--- src/rtl/glay_kernel_control.sv ---
// glay_kernel_control
// Kernel-level ap_ctrl_chain sequencer. Converts the host's level-based
// ap_start/ap_continue protocol into one valid/ready descriptor transfer to
// the compute unit, tracks CU completion, and reports run length and
// protocol errors.
//
// Ports:
//   ap_clk            kernel clock (rising edge)
//   ap_rst_n          asynchronous active-low reset
//   ap_start          host start level, held until ap_ready
//   ap_continue       host acknowledge of ap_done
//   descriptor_in     packed kernel arguments
//   ap_idle           kernel idle
//   ap_ready          one-cycle pulse: arguments consumed
//   ap_done           run complete, held until ap_continue
//   descriptor_valid  descriptor offered to CU
//   descriptor_ready  CU accepts descriptor
//   descriptor_out    latched descriptor
//   cu_done           CU completion pulse
//   busy_cycles       cycles spent in START+BUSY of last/current run
//   error_sticky      protocol violation seen since reset
module glay_kernel_control #(
    parameter int DESCRIPTOR_WIDTH = 576,
    parameter int COUNTER_WIDTH    = 32
) (
    input  logic                        ap_clk,
    input  logic                        ap_rst_n,
    input  logic                        ap_start,
    input  logic                        ap_continue,
    input  logic [DESCRIPTOR_WIDTH-1:0] descriptor_in,
    output logic                        ap_idle,
    output logic                        ap_ready,
    output logic                        ap_done,
    output logic                        descriptor_valid,
    input  logic                        descriptor_ready,
    output logic [DESCRIPTOR_WIDTH-1:0] descriptor_out,
    input  logic                        cu_done,
    output logic [COUNTER_WIDTH-1:0]    busy_cycles,
    output logic                        error_sticky
);

    typedef enum logic [1:0] {
        IDLE  = 2'd0,
        START = 2'd1,
        BUSY  = 2'd2,
        DONE  = 2'd3
    } state_t;

    state_t state;

    localparam logic [COUNTER_WIDTH-1:0] CNT_ONE = {{(COUNTER_WIDTH-1){1'b0}}, 1'b1};

    // Increment that sticks at all-ones instead of wrapping.
    function automatic logic [COUNTER_WIDTH-1:0] sat_inc(input logic [COUNTER_WIDTH-1:0] v);
        return (&v) ? v : (v + CNT_ONE);
    endfunction

    always_ff @(posedge ap_clk or negedge ap_rst_n) begin
        if (!ap_rst_n) begin
            state            <= IDLE;
            ap_idle          <= 1'b1;
            ap_ready         <= 1'b0;
            ap_done          <= 1'b0;
            descriptor_valid <= 1'b0;
            descriptor_out   <= '0;
            busy_cycles      <= '0;
            error_sticky     <= 1'b0;
        end else begin
            // A completion pulse is only meaningful while the CU is running;
            // anywhere else (including the acceptance cycle in START) it is
            // dropped and flagged.
            if (cu_done && (state != BUSY)) begin
                error_sticky <= 1'b1;
            end

            case (state)
                IDLE: begin
                    if (ap_start) begin
                        descriptor_out   <= descriptor_in;
                        descriptor_valid <= 1'b1;
                        ap_ready         <= 1'b1;
                        ap_idle          <= 1'b0;
                        busy_cycles      <= '0;
                        state            <= START;
                    end
                end

                START: begin
                    ap_ready    <= 1'b0;
                    busy_cycles <= sat_inc(busy_cycles);
                    if (descriptor_valid && descriptor_ready) begin
                        descriptor_valid <= 1'b0;
                        state            <= BUSY;
                    end
                end

                BUSY: begin
                    busy_cycles <= sat_inc(busy_cycles);
                    if (cu_done) begin
                        ap_done <= 1'b1;
                        state   <= DONE;
                    end
                end

                DONE: begin
                    // busy_cycles is frozen here so the host can read the run length.
                    if (ap_continue) begin
                        ap_done <= 1'b0;
                        ap_idle <= 1'b1;
                        state   <= IDLE;
                    end
                end

                default: begin
                    state <= IDLE;
                end
            endcase
        end
    end

endmodule

--- config.mk ---
export PLATFORM = sky130hd
export DESIGN_NAME = glay_kernel_control
export DESIGN_NICKNAME = d
export VERILOG_FILES = /design/src/rtl/glay_kernel_control.sv
export SDC_FILE = /design/constraint.sdc
export NUM_CORES = 1
export LEC_CHECK = 0
export ABC_AREA = 0
export BUFFER_PORTS_ARGS = -buffer_cell sky130_fd_sc_hd__buf_4
export CAP_MARGIN = 40
export CELL_PAD_IN_SITES_DETAIL_PLACEMENT = 1
export CELL_PAD_IN_SITES_GLOBAL_PLACEMENT = 1
export CORE_AREA = 10 10 463 465
export CTS_BUF_LIST = sky130_fd_sc_hd__clkbuf_4
export DETAILED_ROUTE_END_ITERATION = 6
export DIE_AREA = 0 0 473 475
export PLACE_DENSITY_LB_ADDON = 0.1
export SLEW_MARGIN = 20
export SYNTH_ARGS = -nofsm -noshare
export SYNTH_HDL_FRONTEND = slang
export SYNTH_SLANG_ARGS = --single-unit
--- constraint.sdc ---
create_clock -name ap_clk -period 5 [get_ports ap_clk]
set_input_delay 1 -clock ap_clk [delete_from_list [all_inputs] [get_ports ap_clk]]
set_output_delay 1 -clock ap_clk [all_outputs]
set_load 0.02 [all_outputs]
-- Word-level counts from Yosys, hierarchy flattened
Index checks and enable logic that the tools add are counted.
- bits in registers: 615
- latch bits: 0
- bits in writable memories: 0
- ROM bits: 0
- output and inout bits: 613
- logic and storage cells: 52
- memories: 0
- add/subtract/negate cells: 1
- multiply operators: 0
- div/mod/pow operators: 0
- $lt $le $gt $ge: 0
- eq/ne operators: 9
- shift operators: 0
- mux-type cells: 18
- bitwise operators: 0
- reductions and logical operators: 16
- operators by type and width (kind ; number):
    32-bit two-way mux ; 2
    32-bit case mux with 2 select lines ; 1
    32-bit by 1-bit adder with 32-bit output, second input constant ; 1
    32-bit AND reduction ; 1
    2-bit != test, second input constant ; 6
    3-bit AND reduction ; 4
    2-bit two-way mux ; 4
    1-bit case mux with 2 select lines ; 4
    2-bit case mux with 4 select lines ; 1
    2-bit nonzero test ; 4
    1-bit two-way mux ; 6
    2-bit == test, second input constant ; 2
    2-bit AND reduction ; 2
    4-bit AND reduction ; 1
    2-bit by 1-bit == test with 1-bit output, second input constant ; 1
    1-bit logical AND ; 2
    2-bit zero test ; 1
    2-bit OR reduction ; 1

-- Longest topological paths before layout
- depth in word-level cells: 4
- gate-level depth with buffers: 10
- gate-level depth less buffers: 7

-- Least setup slack after synthesis
No wires, ideal clock.
- path type: input port to flip-flop
- from: input ap_start
- to: register busy_cycles[14]
- setup time: 0.124 ns
- arrival: 2.169 ns
- data required time: 4.876 ns
- slack: 2.707 ns
- cell stages on the path: 6
- path buffers: 2
- cells stage by stage: and2_1 -> a21oi_1 -> clkbuf_1 -> clkbuf_1 -> nor3_1 -> a211o_1
- word-level cells in the longest chain between the ends: 2
- ends and longest elaborated chain (item ; RTL line ; source):
    start, declared ; 28 ; input logic ap_start,
    2-bit != test (no source line) ; n/a ;
    3-bit AND reduction (no source line) ; n/a ;
    end signal, assigned ; 90 ; busy_cycles <= sat_inc(busy_cycles);
    end signal, assigned ; 98 ; busy_cycles <= sat_inc(busy_cycles);
    end, declared ; 38 ; output logic [COUNTER_WIDTH-1:0] busy_cycles,
No other way between the ends.
A chain may end at the register's enable or synchronous reset.

-- Worst setup path in the final report
- from: register state[0]
- to: register busy_cycles[4]
- word-level cells in the longest chain between the ends: 4
- elaborated cells on any way between the ends: 9
- ends and longest elaborated chain (item ; RTL line ; source):
    start, declared ; 49 ; state_t state;
    start signal, assigned ; 60 ; state <= IDLE;
    start signal, assigned ; 84 ; state <= START;
    start signal, assigned ; 93 ; state <= BUSY;
    2-bit == test / 2-bit by 1-bit == test with 1-bit output (equally long branches) ; 76 ; case (state)
    2-bit OR reduction (no source line) ; n/a ;
    2-bit != test (no source line) / 2-bit nonzero test (equally long branches) ; n/a ;
    3-bit AND reduction (no source line) ; n/a ;
Several ways; a longest one is shown, not always the timed one.

==> impl_metrics.csv <==
group,metric,value,unit
synth,ys_types,46,
grt,grt_max_degree,116,
synth,synth_edf_count,0,
synth,syn_area,23900,um2
sta,finalSetupViolations,0,
drt,route.detailed.drc,0,
synth,ys_warn_count,0,
setup_path,r2r_end,"busy_cycles[4]$_DFFE_PN0P_",
placement,place.gp.congestion,0.766,
synth,yosysMostFrequentCell,"nand2_1",
placement,numPortBuffers,1194,
layout,syn_to_final_growth,86.7,%
job,drv_cap,0,
sta,fmax,0.310,GHz
layout,drive_above_1_share,0.333,
grt,grt_overflow,0,
setup_path,cp-endpoint,"busy_cycles[4]$_DFFE_PN0P_",
clocking,numCtsBuffers,209,
sta,max-slew-margin-rel,0.414,
clocking,htree_levels,4,
synth,postSynthCellCount,2706,
floorplan,num_rows,166,
drt,totalWireLength,169000,um
floorplan,die_h,475,um
setup_path,crit_fanout,27,
floorplan,ioPinCount,1195,
synth,synthTopCellsByArea,"dfrtp_1 64%, nand2_1 28%, clkbuf_1 2.0%",
power,ir_worst_vdd,0.190,mV
power,power_density,601,nW/um2
floorplan,dieArea,225000,um2
synth,postSynthAreaPerCell,8.83,um2
setup_path,cp.required,6080,ps
status,status,"complete, no violations",
clocking,clockBufferDepth,3,
sta,period_minus_slack,3230,ps
setup_path,startpoint,"state[0]$_DFFE_PN0P_",
layout,layout.nets,5173,
synth,synth_top_flop_cell,"dfrtp_1",
sta,final_hold_viol_count,0,
grt,gr-usage-all-layers,0.145,
drt,vias,26000,
placement,pre_cts_slack,1690,ps
power,total_leakage_power,0.0233,uW
placement,hpwlAfterDp,131000,um
placement,postPlaceCellArea,36200,um2
sta,finalSetupTns,0,ps
setup_path,crit_path_end_kind,"flop",
floorplan,fp.coreArea,204000,um2
clocking,clock_sinks,615,
drt,viasPerCell,3.49,
drt,avgRoutedWirePerCell,22.6,um
grt,grt_pass1_vias,29100,
sta,period_share,0.646,
setup_path,r2r_cells,9,
clocking,clock_latency,1180,ps
synth,synth_seq_cells,615,
setup_path,timing.rr.start,"state[0]$_DFFE_PN0P_",
layout,final_cell_area,44600,um2
clocking,cts_resized,0,
setup_path,start_kind,"flop",
setup_path,critical_path_class,"reg2reg",
sta,worst_pin_slew,879,ps
synth,synthTopCellsByCount,"1753 x nand2_1, 614 x dfrtp_1, 130 x clkbuf_1, 17 x nor2_1",
layout,fin_util,0.218,
sta,finalWorstSetupSlack,1770,ps
drt,first_pass_iters,4,
setup_path,cp.arrival,4310,ps
sta,clock_skew,51.3,ps
grt,grt_pass1_wl,234000,um
synth,syn-num-nets,3293,
synth,ys_seq_area_frac,0.644,
floorplan,die_w,473,um
clocking,clk_pin_slew,60,ps
drt,postRouteAntennaNets,0,
grt,antenna_found_initial,87,
sta,report.final.slew_viol_count,0,
sta,rsz0062_at_grt,"false",
min_path,hp-class,"in2async",
layout,n_fill_cell,24100,
drt,drt_iter0_markers,994,
clocking,cts-root-buf,"clkbuf_4",
clocking,cts_tree,"done",
synth,synth_top_area_cell,"dfrtp_1",
synth,async_flop_share,1.00,
setup_path,r2r_slack,1770,ps
synth,yosysTopAreaCellShare,0.643,
power,power,26800,uW
floorplan,initial_core_util,0.117,
## placed cells by master, fill, tap and decap left out, types with 14 or more instances in the layout
master         count
buf_4           1214
nand4_1           16
dlygate4sd3_1    581
clkinv_1          24
o21ai_0           16
nand3_1           14
diode_2           51
clkbuf_4         308
dfrtp_1          614
nor2_1            17
buf_12            15
nand2_1         1752
## layout make-up
class                           instances  area, um2  area share
Clock inverter                         33        196     0.00440
Inverter                               11       41.3    0.000925
Tap cell                             2688       3360      0.0754
Sequential cell                       615      15400       0.345
Timing Repair Buffer                 1813      15300       0.342
Clock buffer                          308       2310      0.0518
Antenna cell                           51        128     0.00286
Multi-Input combinational cell       1936       7910       0.177
## stage by stage
stage,hold WS [ps],std cells
floorplan,528,2706
global placement,448,6480
detailed placement,453,6482
CTS,110,7404
global route,165,7446
finish,319,7455
## worst max-delay path, cell delays in order, from the launching register on
cell and delay, ps:
dfrtp_1 400, inv_1 80, ha_1 270, buf_4 330, inv_1 120, nor4_2 360
and4_4 410, or2_1 630, buf_4 360, a22o_1 170
## kinds of logic (layout without fill, tap and decap cells)
| logic type | after synthesis | after routing | share of synthesized area |
|---|---|---|---|
| AND/OR/NAND/NOR | 1850 | 1850 | 0.301 |
| flip-flops | 615 | 615 | 0.644 |
| buffers and inverters | 155 | 2165 | 0.0255 |
| AO/OA/AOI/OAI | 70 | 70 | 0.0225 |
| multiplexers | 11 | 11 | 0.00461 |
| adder cells (fa/ha/maj) | 5 | 5 | 0.00262 |
| other | 0 | 51 | 0 |
## worst min-delay path by stage
stage,start,end,slack [ps],cells after the start
final,ap_rst_n,descriptor_out[339]$_DFFE_PN0P_,320,2
after global routing,ap_rst_n,descriptor_out[339]$_DFFE_PN0P_,160,2
after CTS,ap_rst_n,descriptor_out[339]$_DFFE_PN0P_,110,2
after detailed placement,error_sticky$_DFFE_PN0P_,error_sticky$_DFFE_PN0P_,450,1
after global placement,error_sticky$_DFFE_PN0P_,error_sticky$_DFFE_PN0P_,450,1
after floorplan,state[0]$_DFFE_PN0P_,state[0]$_DFFE_PN0P_,530,1
## sequential cells by signal, indices dropped and copies added, names as in the netlist
| register | count |
|---|---|
| ap_ready | 1 |
| descriptor_out | 576 |
| descriptor_valid | 1 |
| state | 2 |
| busy_cycles | 32 |
| ap_done | 1 |
| ap_idle | 1 |
| error_sticky | 1 |
## routing by layer
metal  up-vias  share of wire  wire [um]  GRT usage
met4        30          0.030       5020     0.0445
li1      12300              -          -          -
met2      1017           0.48      80700      0.243
met3       320          0.098      16600     0.0692
met5         -         0.0011        187          0
met1     12400           0.39      66300      0.163
## repair_timing
| item | CTS | global route |
|---|---|---|
| hold buffers | 581 | 0 |
| endpoints found under the hold margin | 735 | 0 |
| setup buffers | 0 | 0 |
## where the power goes
group | internal, uW | leakage (uW) | switching, uW | total, uW
clock | 2860 | 0.00151 | 2640 | 5500
sequential | 7180 | 0.00774 | 1440 | 8630
combinational | 4560 | 0.0140 | 8140 | 12700
Power figures use the tool's default switching activity.
